**config.mk**
```make
export PLATFORM = sky130hd
export DESIGN_NAME = ofm_tx_sched
export DESIGN_NICKNAME = d
export VERILOG_FILES = /design/src/rtl/ofm_tx_sched.sv
export SDC_FILE = /design/constraint.sdc
export NUM_CORES = 1
export LEC_CHECK = 0
export ABC_AREA = 0
export CAP_MARGIN = 15
export CORE_AREA = 10 10 130 132
export DETAILED_ROUTE_END_ITERATION = 16
export DIE_AREA = 0 0 140 142
export MAX_ROUTING_LAYER = met4
export PLACE_DENSITY_LB_ADDON = 0.15
export SLEW_MARGIN = 20
export SYNTH_ARGS = -nofsm -noshare
export SYNTH_HDL_FRONTEND = slang
export SYNTH_SLANG_ARGS = --single-unit
```
**constraint.sdc**
```tcl
create_clock -name tx_clk -period 10.89 [get_ports tx_clk]
set_clock_uncertainty 0.1 [all_clocks]
set_input_delay 3.267 -clock tx_clk [delete_from_list [all_inputs] [get_ports tx_clk]]
set_output_delay 3.267 -clock tx_clk [all_outputs]
set_load 0.05 [all_outputs]
```
**src/rtl/ofm_tx_sched.sv**
```systemverilog
// ofm_tx_sched: transmit-side frame scheduler for the 10GbE outbound path.
//
// For each frame it pops one 64-bit descriptor from the control FIFO. It then
// streams the matching data words from the data FIFO onto the MAC AXI-Stream
// port, or discards them when the descriptor asks for a drop. Along the way it
// checks the descriptor length against the bytes actually delivered.
//
// Optional feature macro: OFM_TX_IFG_EN
//   defined   -> a GAP state inserts C_IFG_CYCLES idle cycles after every frame
//   undefined -> frame end returns straight to IDLE, C_IFG_CYCLES is ignored
//
// Ports
//   tx_clk, tx_reset          clock, synchronous active-high reset
//   ctrl_fifo_*               FWFT descriptor FIFO read side
//                             [15:0] length in bytes, [16] drop flag
//   data_fifo_*               FWFT data FIFO read side
//                             [63:0] data, [71:64] keep, [72] last
//   tx_axis_*                 AXI-Stream transmit port towards the MAC
//   frame_cnt                 frames sent to the MAC (wraps)
//   drop_cnt, err_cnt         dropped frames / length mismatches (saturate)
//   busy                      state is not IDLE
module ofm_tx_sched #(
    parameter int unsigned C_IFG_CYCLES = 2
) (
    input  logic        tx_clk,
    input  logic        tx_reset,
    input  logic [63:0] ctrl_fifo_rdata,
    input  logic        ctrl_fifo_empty,
    output logic        ctrl_fifo_rden,
    input  logic [72:0] data_fifo_rdata,
    input  logic        data_fifo_empty,
    output logic        data_fifo_rden,
    output logic [63:0] tx_axis_tdata,
    output logic [7:0]  tx_axis_tkeep,
    output logic        tx_axis_tvalid,
    output logic        tx_axis_tlast,
    output logic        tx_axis_tuser,
    input  logic        tx_axis_tready,
    output logic [31:0] frame_cnt,
    output logic [15:0] drop_cnt,
    output logic [15:0] err_cnt,
    output logic        busy
);

    localparam int unsigned LEN_W  = 16;
    localparam int unsigned CNT16  = 16;
    localparam logic [LEN_W-1:0] LEN_SAT = '1;
    localparam logic [CNT16-1:0] CNT_SAT = '1;

`ifdef OFM_TX_IFG_EN
    localparam int unsigned GAP_W = 4;
    localparam logic [GAP_W-1:0] GAP_LAST = GAP_W'(C_IFG_CYCLES - 1);

    typedef enum logic [1:0] {
        ST_IDLE = 2'd0,
        ST_DATA = 2'd1,
        ST_DROP = 2'd2,
        ST_GAP  = 2'd3
    } state_t;

    localparam state_t ST_END = ST_GAP;
`else
    typedef enum logic [1:0] {
        ST_IDLE = 2'd0,
        ST_DATA = 2'd1,
        ST_DROP = 2'd2
    } state_t;

    localparam state_t ST_END = ST_IDLE;

    // Parameter has no effect without the inter-frame gap.
    logic [3:0] ifg_unused;
    assign ifg_unused = 4'(C_IFG_CYCLES);
`endif

    // Descriptor bits above the drop flag carry nothing for this block.
    logic [46:0] ctrl_unused;
    assign ctrl_unused = ctrl_fifo_rdata[63:17];

    // Count of set bits in a keep byte.
    function automatic logic [3:0] popcount8(input logic [7:0] v);
        logic [3:0] n;
        n = '0;
        for (int i = 0; i < 8; i++) begin
            n = n + 4'(v[i]);
        end
        return n;
    endfunction

    state_t           state, state_nxt;
    logic [LEN_W-1:0] len_q, len_d;
    logic             zero_len_q, zero_len_d;
    logic [LEN_W-1:0] byte_cnt_q, byte_cnt_d;
`ifdef OFM_TX_IFG_EN
    logic [GAP_W-1:0] gap_cnt_q, gap_cnt_d;
`endif

    logic [7:0]       d_keep;
    logic             d_last;
    logic [LEN_W:0]   byte_sum;
    logic             in_data;
    logic             in_drop;
    logic             beat_accept;
    logic             frame_inc;
    logic             drop_end;
    logic             err_inc;

    assign d_keep   = data_fifo_rdata[71:64];
    assign d_last   = data_fifo_rdata[72];
    // One bit wider than the counter so an overflowing frame still mismatches.
    assign byte_sum = {1'b0, byte_cnt_q} + (LEN_W+1)'(popcount8(d_keep));

    // Reset gates the handshakes at once so a partial frame is abandoned.
    assign in_data = (state == ST_DATA) && !tx_reset;
    assign in_drop = (state == ST_DROP) && !tx_reset;

    // Zero-latency AXI path: beats come straight from the FWFT head word.
    assign tx_axis_tvalid = in_data && !data_fifo_empty;
    assign tx_axis_tdata  = tx_axis_tvalid ? data_fifo_rdata[63:0] : '0;
    assign tx_axis_tkeep  = tx_axis_tvalid ? d_keep : '0;
    assign tx_axis_tlast  = tx_axis_tvalid && d_last;
    assign tx_axis_tuser  = tx_axis_tvalid && d_last && (byte_sum != {1'b0, len_q});

    assign beat_accept    = tx_axis_tvalid && tx_axis_tready;
    assign data_fifo_rden = beat_accept || (in_drop && !data_fifo_empty);
    assign ctrl_fifo_rden = (state == ST_IDLE) && !ctrl_fifo_empty && !tx_reset;

    assign frame_inc = beat_accept && d_last;
    assign drop_end  = in_drop && !data_fifo_empty && d_last;
    assign err_inc   = (frame_inc && tx_axis_tuser) || (drop_end && zero_len_q);

    assign busy = (state != ST_IDLE);

    // State, descriptor and byte-counter registers.
    always_ff @(posedge tx_clk) begin
        if (tx_reset) begin
            state      <= ST_IDLE;
            len_q      <= '0;
            zero_len_q <= 1'b0;
            byte_cnt_q <= '0;
`ifdef OFM_TX_IFG_EN
            gap_cnt_q  <= '0;
`endif
        end else begin
            state      <= state_nxt;
            len_q      <= len_d;
            zero_len_q <= zero_len_d;
            byte_cnt_q <= byte_cnt_d;
`ifdef OFM_TX_IFG_EN
            gap_cnt_q  <= gap_cnt_d;
`endif
        end
    end

    // Next-state and datapath register updates.
    always_comb begin
        state_nxt  = state;
        len_d      = len_q;
        zero_len_d = zero_len_q;
        byte_cnt_d = byte_cnt_q;
`ifdef OFM_TX_IFG_EN
        gap_cnt_d  = gap_cnt_q;
`endif
        case (state)
            ST_IDLE: begin
                byte_cnt_d = '0;
`ifdef OFM_TX_IFG_EN
                gap_cnt_d  = '0;
`endif
                if (ctrl_fifo_rden) begin
                    len_d      = ctrl_fifo_rdata[15:0];
                    zero_len_d = (ctrl_fifo_rdata[15:0] == '0);
                    if (ctrl_fifo_rdata[16] || (ctrl_fifo_rdata[15:0] == '0)) begin
                        state_nxt = ST_DROP;
                    end else begin
                        state_nxt = ST_DATA;
                    end
                end
            end
            ST_DATA: begin
                if (beat_accept) begin
                    byte_cnt_d = byte_sum[LEN_W] ? LEN_SAT : byte_sum[LEN_W-1:0];
                    // Only the last bit ends a frame; the length never truncates.
                    if (d_last) begin
                        state_nxt = ST_END;
                    end
                end
            end
            ST_DROP: begin
                if (drop_end) begin
                    state_nxt = ST_END;
                end
            end
`ifdef OFM_TX_IFG_EN
            ST_GAP: begin
                if (gap_cnt_q >= GAP_LAST) begin
                    state_nxt = ST_IDLE;
                end else begin
                    gap_cnt_d = gap_cnt_q + GAP_W'(1);
                end
            end
`endif
            default: begin
                state_nxt = ST_IDLE;
            end
        endcase
    end

    // Statistics; saturating counters test the ceiling before incrementing.
    always_ff @(posedge tx_clk) begin
        if (tx_reset) begin
            frame_cnt <= '0;
            drop_cnt  <= '0;
            err_cnt   <= '0;
        end else begin
            if (frame_inc) begin
                frame_cnt <= frame_cnt + 32'd1;
            end
            if (drop_end && (drop_cnt != CNT_SAT)) begin
                drop_cnt <= drop_cnt + CNT16'(1);
            end
            if (err_inc && (err_cnt != CNT_SAT)) begin
                err_cnt <= err_cnt + CNT16'(1);
            end
        end
    end

endmodule

```
Word level (Yosys, flattened, before mapping)

Index checks and enable logic that the tools add are counted.

$add $sub $neg: 11
Equal/unequal tests: 9
Mux-type cells: 11
Reduce and logical (&&, ||, !) cells: 28

Operators by type and width:

| kind                                           | count |
|---|---|
| two-way mux 64 bit                             | 1 |
| adder 16 x 1 -> 16 bit (second input constant) | 2 |
| adder 32 x 1 -> 32 bit (second input constant) | 1 |
| two-way mux 16 bit                             | 2 |
| inequality test 16 bit (second input constant) | 2 |
| one-hot mux 16 bit (2 select lines)            | 1 |
| adder 16 x 4 -> 17 bit                         | 1 |
| inequality test 17 x 16 -> 1 bit               | 1 |
| adder 4 x 1 -> 4 bit                           | 4 |
| zero test 16 bit                               | 1 |
| logical AND 1 bit                              | 15 |
| two-way mux 2 bit                              | 5 |
| two-way mux 8 bit                              | 1 |
| inequality test 2 bit (second input constant)  | 4 |
| one-hot mux 2 bit (3 select lines)             | 1 |
| adder 3 x 1 -> 4 bit                           | 1 |
| AND reduction 2 bit                            | 2 |
| AND reduction 4 bit                            | 1 |
| nonzero test 2 bit                             | 2 |
| adder 2 x 1 -> 3 bit                           | 1 |
| zero test 1 bit                                | 3 |
| logical OR 1 bit                               | 3 |
| adder 1 x 1 -> 2 bit                           | 1 |
| == test 2 x 1 -> 1 bit (second input constant) | 1 |
| other kinds (2)                                | 2 |

Register bits after elaboration: 99
Bits of input ports: 142
Logic and storage cells: 66

Depth between registers and ports, before layout

Gate-level depths: netlist (run 1).

Depth after elaboration: 13
Mapped depth: 15

Worst setup path before layout (run 1)

No wires, ideal clock.

Kind: in2out
Start: input data_fifo_rdata[64]
End: output tx_axis_tuser
Arrival: 7247 ps
Path slack: 276 ps
Cell stages on the path: 13
Buffers on the path: 0
Path through: fa_1 > inv_1 > fa_1 > fa_1 > fa_1 > fa_1 > nand2b_1 > a21oi_1 > and3_1 > xnor2_1 > a2111oi_4 > nand3_2 > and2_1

Word-level cells in the longest chain between the ends: 10

Ends and longest elaborated chain:

| item                              | RTL line | text |
|---|---|---|
| start: declaration                | 30       | `input logic [72:0] data_fifo_rdata,` |
| adder 1 x 1 -> 2 bit              | 85       | `n = n + 4'(v[i]);` |
| adder 2 x 1 -> 3 bit              | 85       |  |
| adder 3 x 1 -> 4 bit              | 85       |  |
| adder 4 x 1 -> 4 bit (4 in a row) | 85       |  |
| adder 16 x 4 -> 17 bit            | 111      | `assign byte_sum = {1'b0, byte_cnt_q} + (LEN_W+1)'(popcount8(d_keep));` |
| inequality test 17 x 16 -> 1 bit  | 122      | `assign tx_axis_tuser = tx_axis_tvalid && d_last && (byte_sum != {1'b0, len_q});` |
| logical AND 1 bit                 | 122      |  |
| end: declaration                  | 37       | `output logic tx_axis_tuser,` |

No other way between the ends.

Final worst setup path (run 1)

Same ends and word-level chain as after synthesis.

==> results of run 1 <==
-- sequential cells by signal, summed over array words and instances (netlist names) --
register and flops:
byte_cnt_q 16, drop_cnt 16, err_cnt 16, frame_cnt 32, len_q 16, state 2
zero_len_q 1
-- synthesized netlist by cell type (all sizes together) (2+ instances only) --
cell type / count / area, um2
dfxtp: 99 / 1980
ha: 9 / 113
o31ai: 5 / 37.5
xor2: 28 / 245
a21boi: 4 / 30.0
xnor2: 26 / 228
buf: 9 / 41.3
o21ai: 27 / 135
o2111a: 2 / 22.5
a311oi: 4 / 35.0
nand3: 25 / 135
and3: 23 / 144
fa: 5 / 100
o311ai: 2 / 17.5
clkbuf: 25 / 93.8
or3: 17 / 106
a21oi: 56 / 284
and2: 80 / 500
nand2: 80 / 300
nor3: 9 / 61.3
inv: 16 / 60.1
nand4: 16 / 113
a21o: 4 / 38.8
a211oi: 2 / 20.0
mux2: 12 / 135
a22oi: 9 / 67.6
nor2b: 18 / 113
mux2i: 6 / 60.1
nor4: 5 / 31.3
o2111ai: 2 / 17.5
nor2: 85 / 327
nand2b: 8 / 50.1
a2111oi: 2 / 36.3
and4: 8 / 72.6
-- worst max-delay path: cells and delay by family --
| family | cells | cell delay (ps) |
|---|---|---|
| AND/OR/NAND/NOR | 3 | 640 |
| XOR/XNOR | 1 | 160 |
| AO/OA/AOI/OAI | 3 | 590 |
| adder cells (fa/ha/maj) | 5 | 2380 |
| buffers and inverters | 3 | 290 |
-- where the power goes --
| group | total [W] | switching, W | internal, W |
|---|---|---|---|
| Sequential | 0.000372 | 0.00000496 | 0.000367 |
| Clock | 0.000335 | 0.000169 | 0.000166 |
| Combinational | 0.000153 | 0.0000781 | 0.0000750 |
-- how the worst min path moves through the flow --
stage,cells after the start,start,slack [ps],to
after floorplan,2,len_q[7]$_SDFFE_PP0P_,350,len_q[7]$_SDFFE_PP0P_
after global placement,2,len_q[0]$_SDFFE_PP0P_,360,len_q[0]$_SDFFE_PP0P_
after detailed placement,2,len_q[2]$_SDFFE_PP0P_,360,len_q[2]$_SDFFE_PP0P_
after CTS,2,len_q[2]$_SDFFE_PP0P_,370,len_q[2]$_SDFFE_PP0P_
after global routing,2,len_q[2]$_SDFFE_PP0P_,390,len_q[2]$_SDFFE_PP0P_
final,2,len_q[2]$_SDFFE_PP0P_,370,len_q[2]$_SDFFE_PP0P_
-- per-stage QoR --
| step | power (W) | cells | cell area, um2 | hold WS, ps |
|---|---|---|---|---|
| after floorplan | 0.000458 | 745 | 5920 | 348 |
| after global placement | 0.000527 | 1147 | 8500 | 360 |
| after detailed placement | 0.000529 | 1147 | 8500 | 362 |
| after CTS | 0.000868 | 1163 | 8830 | 373 |
| after global routing | 0.000898 | 1167 | 8850 | 394 |
| final | 0.000860 | 1167 | 8850 | 371 |
-- cell type report --
cell class / count / area (um2) / area share [%]
clock buffers: 9 / 225 / 2.54
multi-input cells: 595 / 3760 / 42.5
diodes: 3 / 7.51 / 0.0848
clock inverters: 7 / 88.8 / 1.00
well taps: 184 / 230 / 2.60
repair buffers: 253 / 2490 / 28.1
inverters: 17 / 63.8 / 0.721
flip-flops and latches: 99 / 1980 / 22.4
-- layout by cell type (no fill, tap or decap), types with 3 or more instances in the layout --
master,instances
nor2b_1,18
o21ai_0,27
xnor2_1,26
xor2_1,27
a22oi_1,9
clkdlybuf4s50_1,231
a21boi_1,4
mux2i_1,6
or3_1,17
and4_1,7
mux2_1,10
dfxtp_1,99
a311oi_1,4
and3_1,23
nand2b_1,8
nor3_1,7
and2_1,79
clkbuf_16,9
inv_1,16
nand2_1,80
a21oi_1,54
o31ai_1,5
nand3_1,23
fa_1,3
nand4_1,14
ha_1,9
diode_2,3
nor2_1,83
nor4_1,5
clkinv_8,3
buf_4,18
-- layer usage --
| layer | wire length (um) | vias up | GRT usage [%] | share of wire, % |
|---|---|---|---|---|
| li1 | - | 3036 | - | - |
| met1 | 8700 | 2818 | 23.5 | 39 |
| met2 | 10500 | 182 | 35.3 | 47 |
| met3 | 2740 | 17 | 13.2 | 12 |
| met4 | 293 | 0 | 5.27 | 1.3 |
| met5 | 0 | - | - | 0 |
-- timing repair --
item / 4_1_cts / 5_1_grt
setup buffers: 0 / 1
pin swaps: 10 / 8
hold endpoints to repair: 0 / 0
setup endpoints to repair: 1 / 1
gates resized for setup: 21 / 2
-- logic make-up (layout without fill, tap and decap cells) --
kind of cell	after synthesis	in the layout
other	0	3
AOI/OAI and AO/OA	130	130
muxes	18	18
and+or+nand+nor	379	379
adders and majority gates	14	14
DFF	99	99
buffers and inverters	51	286
xor gates and xnor gates	54	54
==> results.py, run 1 <==
metrics = {
    "floorplanning": {
        "start_util_pct": 41.4,
        "core_area_um2": 14300,
        "die-area_um2": 19900,
        "ios": 284,
        "fp.dieH_um": 142,
        "die-width_um": 140,
        "rows": 44,
    },
    "sta": {
        "fmax_ghz": 0.0935,
        "maxSlewViolCount": 0,
        "worst_slew_pin_slew_ps": 803,
        "rsz0062_at_grt": "true",
        "finalHoldViolations": 0,
        "finalCritPeriodShare_pct": 98.2,
        "finalCriticalPeriod_ps": 10700,
        "setup_tns_ps": 0,
        "slew_headroom_pct": 46.5,
        "setup_violations": 0,
        "finalWorstSetupSlack_ps": 193,
    },
    "logic_synthesis": {
        "synth_edf_count": 0,
        "synthCells": 745,
        "async_flop_share_pct": 0,
        "seq_area_frac_synth_pct": 33.5,
        "synth_fa_ha_area_share_pct": 3.59,
        "syn_nets": 901,
        "muxShareOfSynthArea_pct": 3.29,
        "synth_ff_type": "dfxtp_1",
        "synth_area_um2": 5920,
        "synth-compound-area-share_pct": 14.3,
        "postSynthAreaPerCell_um2": 7.95,
        "synth-xor-area-share_pct": 7.98,
        "synth_top_family_by_area": "simple AND/OR/NAND/NOR gates",
        "synth.distinct_cells": 65,
        "synthSimpleGateAreaFrac_pct": 34.0,
        "ys_ff_latch": 99,
        "ys.warnings.count": 0,
    },
    "cells_and_area": {
        "final_util_pct": 61.8,
        "area_delta_synth_final_pct": 49.4,
        "fillers": 1287,
        "nets": 1131,
        "drive_gt1_share_pct": 6.33,
    },
    "power": {
        "power.density_nw_per_um2": 97.2,
        "max-vdd-ir-drop_v": 0.0000736,
        "leakage_nw": 3.26,
    },
    "worst_setup_path": {
        "worstPathRequired_ps": 7520,
        "end_kind": "primary output",
        "reg2reg_setup_slack_ps": 6490,
        "path_cells": "buf_6, fa_1, inv_1, fa_1, fa_1, fa_2, fa_2, xor2_1, o311ai_1, nor4_1, o211ai_1, a2111oi_4, nand3_2, and2_4, buf_8",
        "crit_slowest_cell": "fa_2",
        "crit_path_frequent_cell": "fa_1",
        "crit_type": "input port to primary output",
        "slowest_delay_ps": 550,
        "crit_path_start": "data_fifo_rdata[64]",
        "reg2reg_depth": 14,
        "r2r_end": "err_cnt[1]$_SDFFE_PP0P_",
        "worstSetupStartpointType": "input port",
        "cp.arrival_ps": 7330,
        "cp_max_fo": 2,
        "r2r-start": "byte_cnt_q[0]$_SDFFE_PP0P_",
        "endpoint": "tx_axis_tuser",
    },
    "drt": {
        "drt_iter0_drc": 274,
        "drc_errors": 0,
        "vias": 6053,
        "drt_first_pass_iters": 5,
        "routed_wirelength_mm": 22.2,
        "vias_per_cell": 5.19,
        "ant_nets": 0,
        "routedWlPerCell_um": 19.0,
    },
    "flow_run": {
        "cap_violations": 0,
    },
    "grt": {
        "grt_max_degree": 71,
        "antenna_found_initial": 3,
        "overflow": 0,
        "grt_pass1_wl_mm": 33.7,
        "groute.usage.overall_pct": 22.3,
        "grt_pass1_vias": 5883,
    },
    "place": {
        "place_ws_ps": -390,
        "io_buffers": 236,
        "hpwl_mm": 17.7,
        "gp_congestion": 0.914,
    },
    "clock_tree": {
        "ctsHoldBuffers": 0,
        "clockRootBuffer": "clkbuf_16",
        "clock-sinks": 99,
        "cts-htree-levels": 3,
        "clk_path_buf_depth": 2,
        "clkTransAtPathRegs_ps": 80,
        "clock_latency_ps": 360,
        "cts_tree": "built",
        "cts_inserted_buffers": 9,
    },
    "status": {
        "status": "finished clean",
    },
    "worst_hold_path": {
        "hold_path.class": "flop to flop",
    },
}
Power figures use the tool's default switching activity.
==> run 2, diff against run 1 <==
--- a/config.mk
+++ b/config.mk
@@ -10,6 +10,7 @@
 export CORE_AREA = 10 10 130 132
 export DETAILED_ROUTE_END_ITERATION = 16
 export DIE_AREA = 0 0 140 142
+export GPL_ROUTABILITY_DRIVEN = 0
 export MAX_ROUTING_LAYER = met4
 export PLACE_DENSITY_LB_ADDON = 0.15
 export SLEW_MARGIN = 20
==> results of run 2 <==
No change in the layout: final DEF, timing and power equal those of run 1.
==> run 3, diff against run 2 <==
--- a/config.mk
+++ b/config.mk
@@ -7,9 +7,9 @@
 export LEC_CHECK = 0
 export ABC_AREA = 0
 export CAP_MARGIN = 15
-export CORE_AREA = 10 10 130 132
+export CORE_AREA = 10 10 126 128
 export DETAILED_ROUTE_END_ITERATION = 16
-export DIE_AREA = 0 0 140 142
+export DIE_AREA = 0 0 136 138
 export GPL_ROUTABILITY_DRIVEN = 0
 export MAX_ROUTING_LAYER = met4
 export PLACE_DENSITY_LB_ADDON = 0.15
==> constraint.sdc (replaced) <==
create_clock -name tx_clk -period 12.5 [get_ports tx_clk]
set_clock_uncertainty 0.1 [all_clocks]
set_input_delay 3.75 -clock tx_clk [delete_from_list [all_inputs] [get_ports tx_clk]]
set_output_delay 3.75 -clock tx_clk [all_outputs]
set_load 0.05 [all_outputs]
==> results.py, run 3 (synthesis results as in run 1) <==
metrics = {
    "drt": {
        "vias_per_cell": 5.18,
        "drt_first_pass_iters": 4,
        "drt_iter0_drc": 311,
        "routed_wirelength_mm": 21.9,
        "drc_errors": 0,
        "ant_nets": 0,
        "vias": 5955,
        "routedWlPerCell_um": 19.1,
    },
    "floorplanning": {
        "die-area_um2": 18800,
        "die-width_um": 136,
        "fp.dieH_um": 138,
        "start_util_pct": 43.9,
        "ios": 284,
        "rows": 43,
        "core_area_um2": 13500,
    },
    "clock_tree": {
        "cts_inserted_buffers": 9,
        "clockRootBuffer": "clkbuf_16",
        "clock-sinks": 99,
        "clkTransAtPathRegs_ps": 70,
        "ctsResizeCount": 0,
        "ctsHoldBuffers": 0,
        "cts_tree": "built",
        "cts-htree-levels": 3,
        "cts_setup_buffers": 0,
        "clock_latency_ps": 360,
        "clk_path_buf_depth": 2,
    },
    "worst_setup_path": {
        "end_kind": "primary output",
        "crit_path_frequent_cell": "fa_1",
        "path_cells": "clkdlybuf4s50_1, fa_1, inv_1, fa_1, fa_1, fa_1, fa_1, nand2b_1, a21oi_1, buf_4, and3_1, xnor2_1, a2111oi_4, nand3_2, and2_1, buf_4",
        "worstSetupStartpointType": "input port",
        "cp.arrival_ps": 8390,
        "worstPathRequired_ps": 8650,
        "reg2reg_setup_slack_ps": 8010,
        "crit_slowest_cell": "fa_1",
        "reg2reg_depth": 15,
        "r2r-start": "byte_cnt_q[0]$_SDFFE_PP0P_",
        "r2r_end": "err_cnt[1]$_SDFFE_PP0P_",
        "cp_max_fo": 6,
        "crit_type": "input port to primary output",
        "slowest_delay_ps": 550,
    },
    "cells_and_area": {
        "nets": 1120,
        "final_util_pct": 64.6,
        "drive_gt1_share_pct": 4.33,
        "layout_commonest_cell": "clkdlybuf4s50_1",
        "largest_reg_flops": 32,
        "fillers": 1208,
        "num_antenna_cells": 0,
        "layout_common_cells": "234 x clkdlybuf4s50_1, 99 x dfxtp_1, 84 x nor2_1",
        "top_register": "frame_cnt",
        "fin_cells": 1149,
        "area_delta_synth_final_pct": 47.3,
    },
    "sta": {
        "maxSlewViolCount": 0,
        "slew_headroom_pct": 46.5,
        "finalCritPeriodShare_pct": 97.9,
        "setup_violations": 0,
        "fin_hold_ws_ps": 371,
        "worst_slew_pin_slew_ps": 803,
        "setup_tns_ps": 0,
        "finalHoldViolations": 0,
        "finalCriticalPeriod_ps": 12240,
        "rsz0062_at_grt": "false",
        "fmax_ghz": 0.0817,
    },
    "grt": {
        "grt_max_degree": 70,
        "groute.usage.overall_pct": 23.6,
        "grt_pass1_vias": 5994,
        "grt_pass1_wl_mm": 34.2,
        "antenna_found_initial": 0,
        "overflow": 0,
    },
    "place": {
        "place_inst": 1133,
        "hpwl_mm": 17.3,
        "io_buffers": 236,
    },
    "status": {
        "status": "finished clean",
    },
    "worst_hold_path": {
        "hold_end": "len_q[10]$_SDFFE_PP0P_",
        "hold_start": "len_q[10]$_SDFFE_PP0P_",
        "whs_path_depth": 2,
        "hold_path.class": "flop to flop",
    },
    "power": {
        "power.density_nw_per_um2": 84.3,
        "leakage_nw": 3.20,
        "total_power_w": 0.000736,
        "max-vdd-ir-drop_v": 0.0000618,
    },
    "flow_run": {
        "cap_violations": 0,
    },
}
-- run 3: changes by cell type in the layout (fill, tap and decap cells not counted), sizes merged --
cell,delta
diode,-3
clkinv,+1
inv,-1
clkdlybuf4s50,+3
buf,-14
-- run 3: worst max-delay path, delay by kind of cell --
family                   cells  cell delay, ps
AO/OA/AOI/OAI                2             640
XOR/XNOR                     1             120
adder cells (fa/ha/maj)      5            2310
buffers and inverters        4             850
AND/OR/NAND/NOR              4             720
-- run 3: through the flow --
step / area, um2 / worst slack (ps)
5_1_grt: 8730 / 46.1
3_5_place_dp: 8420 / 281
2_1_floorplan: 5920 / 920
4_1_cts: 8730 / 276
6_report: 8730 / 263
3_3_place_gp: 8420 / 311
-- run 3: routing by layer --
| metal | GRT usage, % | up-vias | wire length [um] |
|---|---|---|---|
| met1 | 26.3 | 2767 | 8650 |
| li1 | - | 3009 | - |
| met4 | 4.21 | 0 | 223 |
| met2 | 37.1 | 163 | 10400 |
| met3 | 12.6 | 16 | 2650 |
| met5 | - | - | 0 |
-- run 3: worst max-delay path by stage --
stage | from | endpoint | slack, ps
final | data_fifo_rdata[64] | tx_axis_tuser | 260
after global routing | data_fifo_rdata[64] | tx_axis_tuser | 50
after CTS | data_fifo_rdata[64] | tx_axis_tuser | 280
after detailed placement | data_fifo_rdata[64] | tx_axis_tuser | 280
after global placement | data_fifo_rdata[64] | tx_axis_tuser | 310
after floorplan | data_fifo_rdata[64] | tx_axis_tuser | 920
-- run 3: report_power, final --
| part | internal, W | switching, W |
|---|---|---|
| sequential | 0.000319 | 0.00000406 |
| clock | 0.000143 | 0.000144 |
| combinational | 0.0000584 | 0.0000670 |
| total | 0.000521 | 0.000215 |
-- run 3: cell type report --
type,count,area [um2],share of cell area [%]
Multi-Input combinational cell,595,3740,42.9
Tap cell,180,225,2.58
Timing Repair Buffer,242,2400,27.5
Clock inverter,7,83.8,0.961
Clock buffer,9,225,2.58
Inverter,17,63.8,0.731
Sequential cell,99,1980,22.7
